`config.mk`:
```
export PLATFORM = sky130hd
export DESIGN_NAME = fft8_ctrl
export DESIGN_NICKNAME = d
export VERILOG_FILES = /design/src/rtl/fft_pkg.sv /design/src/rtl/fft8_addr_gen.sv /design/src/rtl/fft8_ctrl.sv
export SDC_FILE = /design/constraint.sdc
export NUM_CORES = 1
export LEC_CHECK = 0
export BUFFER_PORTS_ARGS = -buffer_cell sky130_fd_sc_hd__buf_2
export CELL_PAD_IN_SITES_DETAIL_PLACEMENT = 1
export CELL_PAD_IN_SITES_GLOBAL_PLACEMENT = 1
export CORE_MARGIN = 2
export CORE_UTILIZATION = 37
export DETAILED_ROUTE_END_ITERATION = 10
export GPL_TIMING_DRIVEN = 0
export PLACE_DENSITY = 0.89
export SYNTH_ARGS = -nofsm -noshare
export SYNTH_HDL_FRONTEND = slang
export SYNTH_SLANG_ARGS = --single-unit
```
`constraint.sdc`:
```
create_clock -name clk -period 5 [get_ports clk]
set_clock_uncertainty 0.15 [all_clocks]
set_input_delay 1 -clock clk [delete_from_list [all_inputs] [get_ports clk]]
set_output_delay 1 -clock clk [all_outputs]
set_load 0.02 [all_outputs]
```
`src/rtl/fft_pkg.sv`:
```
// ----------------------------------------------------------------------------
// fft_pkg -- shared definitions for the 8-point FFT controller slice.
//   N / LOG2N   : transform length and its log2
//   DATA_W      : sample width of the datapath that this controller drives
//   TW_IDX_W    : twiddle ROM index width
//   state_e     : controller FSM states
//   bit_rev()   : LOG2N-bit bit reversal used for the load address order
// ----------------------------------------------------------------------------
package fft_pkg;

    localparam int N        = 8;
    localparam int LOG2N    = 3;
    localparam int DATA_W   = 16;
    localparam int TW_IDX_W = 3;

    typedef enum logic [2:0] {
        ST_IDLE,
        ST_LOAD,
        ST_COMPUTE,
        ST_UNLOAD,
        ST_DONE
    } state_e;

    function automatic logic [LOG2N-1:0] bit_rev(input logic [LOG2N-1:0] v);
        logic [LOG2N-1:0] r;
        for (int i = 0; i < LOG2N; i++) begin
            r[i] = v[LOG2N-1-i];
        end
        return r;
    endfunction

endpackage

```
`src/rtl/fft8_addr_gen.sv`:
```
// ----------------------------------------------------------------------------
// fft8_addr_gen -- combinational radix-2 butterfly address generator.
// Maps (stage, butterfly index k) to the two RAM legs and the twiddle index:
//   span = 2^stage, pos = k mod span, grp = k div span
//   addr_a = 2*span*grp + pos, addr_b = addr_a + span
//   tw_index = pos * 2^(2-stage)
// Ports:
//   stage    in  2  current stage 0..2
//   k        in  2  butterfly index within the stage 0..3
//   addr_a   out 3  upper-leg address
//   addr_b   out 3  lower-leg address
//   tw_index out 3  twiddle ROM index
// ----------------------------------------------------------------------------
module fft8_addr_gen
    import fft_pkg::*;
(
    input  logic [1:0]          stage,
    input  logic [1:0]          k,
    output logic [LOG2N-1:0]    addr_a,
    output logic [LOG2N-1:0]    addr_b,
    output logic [TW_IDX_W-1:0] tw_index
);

    logic [LOG2N-1:0] span;
    logic [LOG2N-1:0] pos;
    logic [LOG2N-1:0] grp;

    // Powers of two make mod/div/multiply plain masks and shifts.
    always_comb begin
        span     = 3'd1 << stage;
        pos      = {1'b0, k} & (span - 3'd1);
        grp      = {1'b0, k} >> stage;
        addr_a   = (grp << (stage + 2'd1)) + pos;
        addr_b   = addr_a + span;
        tw_index = pos << (2'd2 - stage);
    end

endmodule

```
`src/rtl/fft8_ctrl.sv`:
```
// ----------------------------------------------------------------------------
// fft8_ctrl -- sequencing controller for an 8-point in-place radix-2 FFT.
// Loads 8 samples in bit-reversed address order, issues 3 stages of
// 4 butterflies (each stage followed by one drain cycle), writes back one
// cycle after each issue (twiddle ROM latency), then unloads in natural order.
// Ports:
//   clk, rst                      clock, synchronous active-high reset
//   start                         begin a transform (IDLE only)
//   in_valid / in_ready           sample load handshake
//   ld_addr, ld_we                sample RAM write address / strobe
//   tw_index, tw_en               twiddle ROM index / enable
//   bf_addr_a, bf_addr_b, bf_rd   butterfly read addresses / issue strobe
//   wb_addr_a, wb_addr_b, wb_we   butterfly write-back addresses / strobe
//   stage                         current stage 0..2
//   out_valid / out_ready         result unload handshake
//   out_addr                      result RAM read address
//   busy, done                    not-IDLE flag, one-cycle completion pulse
// ----------------------------------------------------------------------------
module fft8_ctrl
    import fft_pkg::*;
(
    input  logic                clk,
    input  logic                rst,
    input  logic                start,
    input  logic                in_valid,
    output logic                in_ready,
    output logic [LOG2N-1:0]    ld_addr,
    output logic                ld_we,
    output logic [TW_IDX_W-1:0] tw_index,
    output logic                tw_en,
    output logic [LOG2N-1:0]    bf_addr_a,
    output logic [LOG2N-1:0]    bf_addr_b,
    output logic                bf_rd,
    output logic [LOG2N-1:0]    wb_addr_a,
    output logic [LOG2N-1:0]    wb_addr_b,
    output logic                wb_we,
    output logic [1:0]          stage,
    output logic                out_valid,
    input  logic                out_ready,
    output logic [LOG2N-1:0]    out_addr,
    output logic                busy,
    output logic                done
);

    state_e           state_q, state_d;
    logic [LOG2N-1:0] n_q, n_d;          // load counter
    logic [LOG2N-1:0] m_q, m_d;          // unload counter
    logic [1:0]       k_q, k_d;          // butterfly index within stage
    logic [1:0]       stage_q, stage_d;
    logic             drain_q, drain_d;  // current cycle is a stage drain
    logic             wb_we_q, wb_we_d;
    logic [LOG2N-1:0] wb_addr_a_q, wb_addr_a_d;
    logic [LOG2N-1:0] wb_addr_b_q, wb_addr_b_d;

    logic [LOG2N-1:0]    gen_addr_a, gen_addr_b;
    logic [TW_IDX_W-1:0] gen_tw_index;

    fft8_addr_gen u_addr_gen (
        .stage    (stage_q),
        .k        (k_q),
        .addr_a   (gen_addr_a),
        .addr_b   (gen_addr_b),
        .tw_index (gen_tw_index)
    );

    // NOTE: every signal written here gets a default first, so no path can
    // leave one unassigned and infer a latch.
    always_comb begin
        state_d   = state_q;
        n_d       = n_q;
        m_d       = m_q;
        k_d       = k_q;
        stage_d   = stage_q;
        drain_d   = drain_q;
        in_ready  = 1'b0;
        ld_we     = 1'b0;
        ld_addr   = '0;
        tw_en     = 1'b0;
        tw_index  = '0;
        bf_rd     = 1'b0;
        bf_addr_a = '0;
        bf_addr_b = '0;
        stage     = '0;
        out_valid = 1'b0;
        out_addr  = '0;
        done      = 1'b0;
        busy      = (state_q != ST_IDLE);

        unique case (state_q)
            ST_IDLE: begin
                if (start) state_d = ST_LOAD;
            end
            ST_LOAD: begin
                in_ready = 1'b1;
                ld_we    = in_valid;
                if (in_valid) begin
                    ld_addr = bit_rev(n_q);
                    if (n_q == 3'(N - 1)) begin
                        n_d     = '0;
                        state_d = ST_COMPUTE;
                    end else begin
                        n_d = n_q + 3'd1;
                    end
                end
            end
            ST_COMPUTE: begin
                stage = stage_q;
                if (!drain_q) begin
                    bf_rd     = 1'b1;
                    tw_en     = 1'b1;
                    bf_addr_a = gen_addr_a;
                    bf_addr_b = gen_addr_b;
                    tw_index  = gen_tw_index;
                    if (k_q == 2'd3) begin
                        k_d     = '0;
                        drain_d = 1'b1;
                    end else begin
                        k_d = k_q + 2'd1;
                    end
                end else begin
                    // Stage advances only out of a drain cycle.
                    drain_d = 1'b0;
                    if (stage_q == 2'(LOG2N - 1)) begin
                        stage_d = '0;
                        state_d = ST_UNLOAD;
                    end else begin
                        stage_d = stage_q + 2'd1;
                    end
                end
            end
            ST_UNLOAD: begin
                out_valid = 1'b1;
                out_addr  = m_q;
                if (out_ready) begin
                    if (m_q == 3'(N - 1)) begin
                        m_d     = '0;
                        state_d = ST_DONE;
                    end else begin
                        m_d = m_q + 3'd1;
                    end
                end
            end
            ST_DONE: begin
                done    = 1'b1;
                state_d = ST_IDLE;
            end
            default: state_d = ST_IDLE;
        endcase

        // Write-back mirrors the issue one cycle later (twiddle ROM latency);
        // the issue-side addresses are already zero when bf_rd is low.
        wb_we_d     = bf_rd;
        wb_addr_a_d = bf_addr_a;
        wb_addr_b_d = bf_addr_b;
    end

    // NOTE: sequential state uses non-blocking assignments so every flop
    // samples the pre-edge value of the others.
    always_ff @(posedge clk) begin
        if (rst) begin
            state_q     <= ST_IDLE;
            n_q         <= '0;
            m_q         <= '0;
            k_q         <= '0;
            stage_q     <= '0;
            drain_q     <= 1'b0;
            wb_we_q     <= 1'b0;
            wb_addr_a_q <= '0;
            wb_addr_b_q <= '0;
        end else begin
            state_q     <= state_d;
            n_q         <= n_d;
            m_q         <= m_d;
            k_q         <= k_d;
            stage_q     <= stage_d;
            drain_q     <= drain_d;
            wb_we_q     <= wb_we_d;
            wb_addr_a_q <= wb_addr_a_d;
            wb_addr_b_q <= wb_addr_b_d;
        end
    end

    assign wb_we     = wb_we_q;
    assign wb_addr_a = wb_addr_a_q;
    assign wb_addr_b = wb_addr_b_q;

endmodule

```
# [Yosys cells after proc, flatten, opt, wreduce, memory -nomap -nowiden]
# Cells that the tools add are included.
[totals] regBits=21 out_inout_bits=31 input_bits=5
[op_classes] add_sub_neg=8 n_shift=4 n_bitwise=2 n_eq_ne=15 n_mux=30 reduce_logical=7
[ops] op="$mux 3" n=18
[ops] op="$ne 2x2->1 const B" n=7
[ops] op="$pmux 3 s4" n=1
[ops] op="$eq 3x3->1 const B" n=3
[ops] op="$mux 1" n=8
[ops] op="$reduce_and 2->1" n=4
[ops] op="$reduce_and 7->1" n=1
[ops] op="$add 3x1->3 const B" n=2
[ops] op="$add 3x3->3" n=2
[ops] op="$eq 3x2->1 const B" n=2
[ops] op="$mux 2" n=3
[ops] op="$shl 3x2->3" n=2
[ops] op="$add 2x1->2 const B" n=2
[ops] op="$eq 2x2->1 const B" n=2
[ops] op="$and 2x3->3" n=1
[ops] op="$eq 3x1->1 const B" n=1
[ops] op="$logic_not 3->1" n=1
[ops] op="$reduce_bool 3->1" n=1
[ops] op="$shl 1x2->3 const A" n=1
[ops] op="$shr 2x2->3" n=1
[ops] op="$sub 3x1->3 const B" n=1
[ops] op="$sub 2x2->2 const A" n=1
[ops] op="$not 1->1" n=1

# [Longest topological paths before layout]
# Gate-level depths: netlist of the first run.
[depth] depth_word=7 ltp_mapped=13

# [Cells and area by module]
# Synthesis of the first run repeated with hierarchy kept, for this count alone.
[unflattened] cells_unflattened=138 hier_area_um2=1293.7
[by_module_without_submodules] module="fft8_ctrl" area_per_inst_um2=1042.2 cells_per_inst=109 seq_area_each_um2=420.4 instances=1
[by_module_without_submodules] module="fft8_addr_gen" area_per_inst_um2=251.5 cells_per_inst=29 seq_area_each_um2=0.0 instances=1

# [Worst setup path after synthesis of the first run]
# No wires, ideal clock.
[synth_timing] path_type="register to output" startpoint="register stage_q[0]" endpoint="output port bf_addr_b[2]" arrival_ns=2.991 path_slack_ns=0.859 n_path_buf=1 stages_incl_launch_ff=14 cell_sequence="dfxtp_1 -> buf_2 -> inv_1 -> ha_1 -> nor2_1 -> and3_1 -> ha_1 -> inv_1 -> fa_1 -> inv_1 -> fa_1 -> xor2_1 -> xnor3_1 -> nor2_1"
[synth_via] elab_chain_len=7 word_cells_on_any_way=10 classes_between="add/sub (4); shift (3); mux (2); bitwise (1)"
[synth_rtl] element="start, declared" line="fft8_ctrl.sv:49" text="logic [1:0] stage_q, stage_d;"
[synth_rtl] element="start signal, assigned" line="fft8_ctrl.sv:175" text="stage_q <= stage_d;"
[synth_rtl] element="$shl 1x2->3" line="fft8_addr_gen.sv:30" text="span = 3'd1 << stage;"
[synth_rtl] element="$sub 3x1->3" line="fft8_addr_gen.sv:31" text="pos = {1'b0, k} & (span - 3'd1);"
[synth_rtl] element="$and 2x3->3" line="fft8_addr_gen.sv:31"
[synth_rtl] element="$add 3x3->3" line="fft8_addr_gen.sv:33" text="addr_a = (grp << (stage + 2'd1)) + pos;"
[synth_rtl] element="$add 3x3->3 (*)" line="fft8_addr_gen.sv:34" text="addr_b = addr_a + span;"
[synth_rtl] element="$mux 3 (*)" line="fft8_ctrl.sv:108" text="if (!drain_q) begin"
[synth_rtl] element="$mux 3 (*)" line="fft8_ctrl.sv:89" text="unique case (state_q)"
[synth_rtl] element="end, declared" line="fft8_ctrl.sv:32" text="output logic [LOG2N-1:0] bf_addr_b,"
# Every way passes the cells marked *; elsewhere a longest branch is shown, timed or not.

# [Worst setup path after layout of the first run]
# Ends and elaborated chain as after synthesis.

==> results.ini, run 1 <==
[min_path]
hp-start=m_q[2]$_SDFFE_PP0P_
hp-class=flop to flop

[detailed_routing]
drt-initial-drc-count=28
route.detailed.drc=0
drt-total-wl_mm=3.113
vias=1127
first_pass_iters=4
ant_nets=0
via_per_inst=5.009
wire_per_inst_um=13.84

[run_status]
outcome=finished clean

[power]
power.internal_mw=0.2377
seq_power_share_pct=51.2
combPwrFrac_pct=24.5
clock_power_share_pct=24.3
p_leak_nw=0.7512
sw_frac_of_total_pct=33.62
netSwitchingPower_mw=0.1204
p_per_area_nw_per_um2=239.1
max-vdd-ir-drop_v=0.00007340

[sta]
setup_violations=0
fin_crit_ns=4.706
max_slew_margin_pct=64.40
setup_tns_ns=0
timing.final.crit_share_pct=94.11
fmax_mhz=212.5
rsz0062_at_grt=no
finalHoldViolations=0
tightest_slew_ns=0.5340
setup_ws_ns=0.2945
drv_slew=0

[critical_path]
cp-end-kind=output pin
startpoint_type=flop
cp-endpoint=bf_addr_b[2]
r2r-start=stage_q[0]$_SDFFE_PP0P_
critPathKind=flop to output pin
reg2reg_slack_ns=1.71
worstPathMaxFanout=8
cp_cell_sequence=buf_2 > inv_1 > ha_1 > nor2_2 > and3_1 > ha_1 > inv_1 > fa_1 > inv_1 > fa_1 > xor2_1 > xnor3_1 > nor2_1 > buf_2
startpoint=stage_q[0]$_SDFFE_PP0P_
cp_common_cell=inv_1
crit_slowest_cell=fa_1
reg2reg_to=wb_addr_b[2]$_SDFF_PP0_
worst_ep_required_time_ns=3.85
ff2ff_path_depth=13
critPathMaxStageDelay_ns=0.52
cp.arrival_ns=3.56

[yosys]
yosysWarnings=0
ys_types=36
ys.flop_type=dfxtp_1
synthMostInstantiatedCell=dfxtp_1
synthArstFlopShare_pct=0
synth_edf_count=0
synth_fp_nets=159
synthesis.area_um2=1237
synthCells=142
synthDominantCellAreaShare_pct=33.97
syn_avg_cell_area_um2=8.714
ys_seq_area_share_pct=33.97
ys_ff_latch=21
netlist_top_cells_area=dfxtp_1, ha_1, nor2_1
synthTopCellsByCount=dfxtp_1, nor2_1, nand2_1
synth_area_leader_cell=dfxtp_1

[die]
initial_core_util_pct=39.56
fp.dieH_um=61.83
io-pin-count=36
rows=20
die_x_um=61.83
die-area_um2=3823
core_area_um2=3128

[placed_design]
io_buffer_count=35
place_ws_ns=0.6166
dp_hpwl_mm=2.424
gp_routability_congestion=0.7518

[grt]
grt_overflow_total=0
antenna_found_initial=0
grt_pass1_wl_mm=5.092
grt_pass1_vias=1111
track_usage_pct=17.82
grt_max_degree=13

[clock_network]
cts_resized=0
cts_root_buffer=clkbuf_4
cts_tree=built
ctsHtreeMaxLevel=1
clock_sinks=21
cts_buffer_depth=2
numCtsBuffers=3
post_cts_buffers=0
clock_latency_ns=0.31
cts_hold_buf=0
clk_pin_slew_worst_paths_ns=0.13

[finish]
diodes=0
drive_above_1_share_pct=28.73
final_net_count=199
areaGrowthSynthToFinish_pct=21.03
fin_util_pct=47.88

[flow_run]
cap_violations=0

power groups by stage:
stage                     Sequential, mW  Clock, mW  Combinational [mW]
after floorplan                    0.187          0              0.0617
after global placement             0.186          0              0.0836
after detailed placement           0.187          0              0.0880
after CTS                          0.183     0.0892              0.0884
after global routing               0.185     0.0970              0.0978
final                              0.184     0.0870              0.0876
cell usage in the layout (no fill, tap or decap):
cell      count
xnor2_1       4
inv_1         5
a21oi_1      10
xor2_1        1
clkinv_2      1
buf_4         2
and4_1        1
nor3_1        1
buf_2        37
inv_2         2
a31o_1        1
nand2b_1      4
or3_4         1
nand4_1       1
nand3b_1      1
o21ai_0       1
a22oi_2       1
fa_1          2
nor2_1       16
nor3b_1       1
and2_1        7
dfxtp_1      21
nor2b_1       1
nand4b_1      2
nor3b_4       1
and3_1        9
nor2_2        1
nand2_2       1
nand3_1       5
clkbuf_4      3
ha_1         10
mux2i_1       4
xnor3_1       1
and3b_1       1
nand2_1      15
or3_1         3
buf_6         1
nor3_2        1
clkbuf_1      1
routing by layer:
layer / up-vias / part of all wire, % / track usage, % / routed length (µm)
met5: - / 0 / 0 / 0
met4: 0 / 1.6 / 6.991 / 49
met3: 6 / 3.1 / 3.106 / 95
met2: 24 / 50 / 30.38 / 1558
met1: 543 / 45 / 22.34 / 1410
li1: 554 / - / - / -
area by class of cell:
type | count | area, µm²
Fill cell | 403 | 1630
Buffer | 6 | 40.04
Timing Repair Buffer | 35 | 175.2
Sequential cell | 21 | 420.4
Multi-Input combinational cell | 108 | 753.2
Clock inverter | 1 | 5.005
Tap cell | 44 | 55.05
Inverter | 7 | 26.28
Clock buffer | 3 | 22.52
kinds of logic after synthesis:
kind of cell / count (synthesis) / synth area share, %
multiplexers: 4 / 3.236
AO/OA/AOI/OAI: 13 / 6.168
adder cells (fa/ha/maj): 12 / 13.35
buffers and inverters: 13 / 5.359
AND/OR/NAND/NOR: 73 / 32.56
XOR/XNOR: 6 / 5.359
flip-flops: 21 / 33.97
critical path: cells and delay by family (launching register included):
| kind | cells | cell delay, ns |
|---|---|---|
| buffers and inverters | 5 | 0.61 |
| AND/OR/NAND/NOR | 3 | 0.38 |
| XOR/XNOR | 2 | 0.43 |
| flip-flops | 1 | 0.36 |
| adder cells (fa/ha/maj) | 4 | 1.47 |
state kept, by name, indices dropped and copies added (netlist names):
signal and cells:
m_q 3, drain_q 1, stage_q 2, n_q 3, state_q 3, k_q 2, wb_addr_b 3, wb_we 1
wb_addr_a 3
worst min path at each step:
| stage | end | slack, ns | cells after the start |
|---|---|---|---|
| 4_1_cts | m_q[2]$_SDFFE_PP0P_ | 0.35 | 2 |
| 3_3_place_gp | m_q[1]$_SDFFE_PP0P_ | 0.31 | 2 |
| 3_5_place_dp | m_q[2]$_SDFFE_PP0P_ | 0.33 | 2 |
| 2_1_floorplan | m_q[1]$_SDFFE_PP0P_ | 0.29 | 2 |
| 5_1_grt | m_q[2]$_SDFFE_PP0P_ | 0.38 | 2 |
| 6_report | m_q[2]$_SDFFE_PP0P_ | 0.34 | 2 |
stage by stage:
| stage | instances | instance area [µm²] | total power, mW | hold WS, ns |
|---|---|---|---|---|
| after floorplan | 142 | 1237 | 0.2483 | 0.2940 |
| after global placement | 221 | 1468 | 0.2700 | 0.3055 |
| after global routing | 225 | 1498 | 0.3795 | 0.3780 |
| after detailed placement | 221 | 1468 | 0.2753 | 0.3302 |
| after CTS | 225 | 1495 | 0.3610 | 0.3490 |
| final | 225 | 1498 | 0.3581 | 0.3437 |
No activity file was read; power rests on OpenSTA's default activity.
==> run 2: changes to the inputs <==
GPL_TIMING_DRIVEN = not set   (was 0)
==> run 2 against run 1 <==
Clock power fell by 5.1%. Global-route usage fell by 0.93 points. Fmax barely moved. Via count fell by 2.4%. Core utilization fell by 1.4 points. Critical path depth fell by 1. Total power fell by 3.0%. Worst hold slack improved by 0.0024 ns. Critical path type unchanged. Largest cell class unchanged.
==> results.ini, run 2 (same netlist as run 1, synthesis figures left out) <==
[placed_design]
place_area_um2=1428  ; -2.7%
dp.cells=215  ; -2.7%
dp_hpwl_mm=2.333  ; -3.8%
place_ws_ns=0.6125  ; -0.004096 ns
gp_routability_congestion=0.8252  ; +9.8%
io_buffer_count=35  ; unchanged

[critical_path]
worstPathMaxFanout=9  ; +1
reg2reg_to=wb_addr_b[2]$_SDFF_PP0_
critPathKind=flop to output pin
startpoint=stage_q[0]$_SDFFE_PP0P_
reg2reg_slack_ns=1.72  ; about the same
cp.arrival_ns=3.56  ; about the same
startpoint_type=flop
r2r-start=stage_q[0]$_SDFFE_PP0P_
worst_ep_required_time_ns=3.85  ; about the same
ff2ff_path_depth=12  ; -1
cp-end-kind=output pin

[power]
p_leak_nw=0.7186  ; -4.3%
combPwrFrac_pct=22.5  ; -2.0 points
clock_power_share_pct=23.8  ; -0.5 points
netSwitchingPower_mw=0.1128  ; -6.3%
seq_power_share_pct=53.8  ; +2.6 points
power_mw=0.3473  ; -3.0%
sw_frac_of_total_pct=32.48  ; -1.1 points
max-vdd-ir-drop_v=0.0001013  ; +38%
p_per_area_nw_per_um2=238.9  ; about the same
power.internal_mw=0.2345  ; -1.4%

[grt]
track_usage_pct=16.89  ; -0.93 points
grt_pass1_vias=1053  ; -5.2%
grt_pass1_wl_mm=4.781  ; -6.1%
grt_max_degree=16  ; +3
grt_overflow_total=0  ; unchanged
antenna_found_initial=0  ; unchanged

[min_path]
min_to=m_q[0]$_SDFFE_PP0P_
holdPathStages=2  ; unchanged
hp-start=m_q[0]$_SDFFE_PP0P_
hp-class=flop to flop

[clock_network]
ctsHtreeMaxLevel=1  ; unchanged
post_cts_buffers=0  ; unchanged
clk_pin_slew_worst_paths_ns=0.12  ; about the same
clock_sinks=21  ; unchanged
cts_tree=built
cts_buffer_depth=2  ; unchanged
cts_hold_buf=0  ; unchanged
numCtsBuffers=3  ; unchanged
cts_root_buffer=clkbuf_4
clock_latency_ns=0.31  ; about the same
cts_resized=0  ; unchanged

[detailed_routing]
via_per_inst=5.023  ; +0.28%
drt-initial-drc-count=29  ; +3.6%
ant_nets=0  ; unchanged
route.detailed.drc=0  ; unchanged
first_pass_iters=4  ; unchanged
drt-total-wl_mm=2.862  ; -8.1%
vias=1100  ; -2.4%
wire_per_inst_um=13.07  ; -5.5%

[die]
fp.dieH_um=61.83  ; unchanged
die-area_um2=3823  ; unchanged
die_x_um=61.83  ; unchanged
rows=20  ; unchanged
core_area_um2=3128  ; unchanged
initial_core_util_pct=39.56  ; unchanged
io-pin-count=36  ; unchanged

[sta]
hold_ws_ns=0.3462  ; +0.002404 ns
finalHoldViolations=0  ; unchanged
max_slew_margin_pct=65.99  ; +1.6 points
setup_tns_ns=0  ; unchanged
drv_slew=0  ; unchanged
fmax_mhz=212.4  ; about the same
setup_violations=0  ; unchanged
setup_ws_ns=0.2910  ; -0.003454 ns
timing.final.crit_share_pct=94.18  ; about the same
tightest_slew_ns=0.5094  ; -0.02465 ns
rsz0062_at_grt=no
fin_crit_ns=4.709  ; +0.003454 ns

[finish]
drive_above_1_share_pct=25.71  ; -3.0 points
diodes=0  ; unchanged
final_cell_mix=buf_2, dfxtp_1, nor2_1
fin_area_um2=1454  ; -2.9%
final_cells=219  ; -2.7%
fin_util_pct=46.48  ; -1.4 points
final_net_count=193  ; -3.0%
areaGrowthSynthToFinish_pct=17.49
layout_commonest_cell=buf_2

[flow_run]
cap_violations=0  ; unchanged

[run_status]
outcome=finished clean

## run 2: changes by cell type in the layout (fill, tap and decap cells not counted), sizes merged
cell,previous run,this run
buf,40,35
clkinv,1,0
## run 2: power by group through the flow
| stage | logic, mW | registers [mW] | clock network, mW |
|---|---|---|---|
| 3_5_place_dp | 0.0792 | 0.191 | 0 |
| 3_3_place_gp | 0.0755 | 0.189 | 0 |
| 5_1_grt | 0.0866 | 0.189 | 0.0930 |
| 2_1_floorplan | 0.0617 | 0.187 | 0 |
| 6_report | 0.0781 | 0.187 | 0.0826 |
| 4_1_cts | 0.0792 | 0.187 | 0.0853 |
## run 2: worst max-delay path by stage
| stage | to | slack [ns] |
|---|---|---|
| 2_1_floorplan | bf_addr_b[2] | 0.86 |
| 3_3_place_gp | bf_addr_b[2] | 0.83 |
| 3_5_place_dp | bf_addr_b[2] | 0.61 |
| 6_report | bf_addr_b[2] | 0.29 |
| 4_1_cts | bf_addr_b[2] | 0.27 |
| 5_1_grt | bf_addr_b[2] | 0.03 |
## run 2: area by class of cell
class	count	area, µm²
clock buffers	4	26.28
fillers	387	1674
inverters	7	26.28
multi-input cells	108	750.7
flip-flops and latches	21	420.4
well taps	44	55.05
repair buffers	35	175.2
## run 2: critical path, stage by stage (launching register included)
cell	delay (ns)
dfxtp_1	0.51
inv_1	0.17
ha_1	0.41
nor2_1	0.14
and3_1	0.17
ha_1	0.13
inv_1	0.05
fa_1	0.51
inv_1	0.07
fa_1	0.40
xor2_1	0.17
xnor3_1	0.26
nor2_1	0.10
buf_2	0.17
## run 2: layer usage
layer,track usage (%),up-vias,share of wire (%)
met3,3.520,4,2.6
met1,21.46,535,44
met2,28.57,15,52
met4,5.471,0,1.4
met5,0,-,0
li1,-,546,-
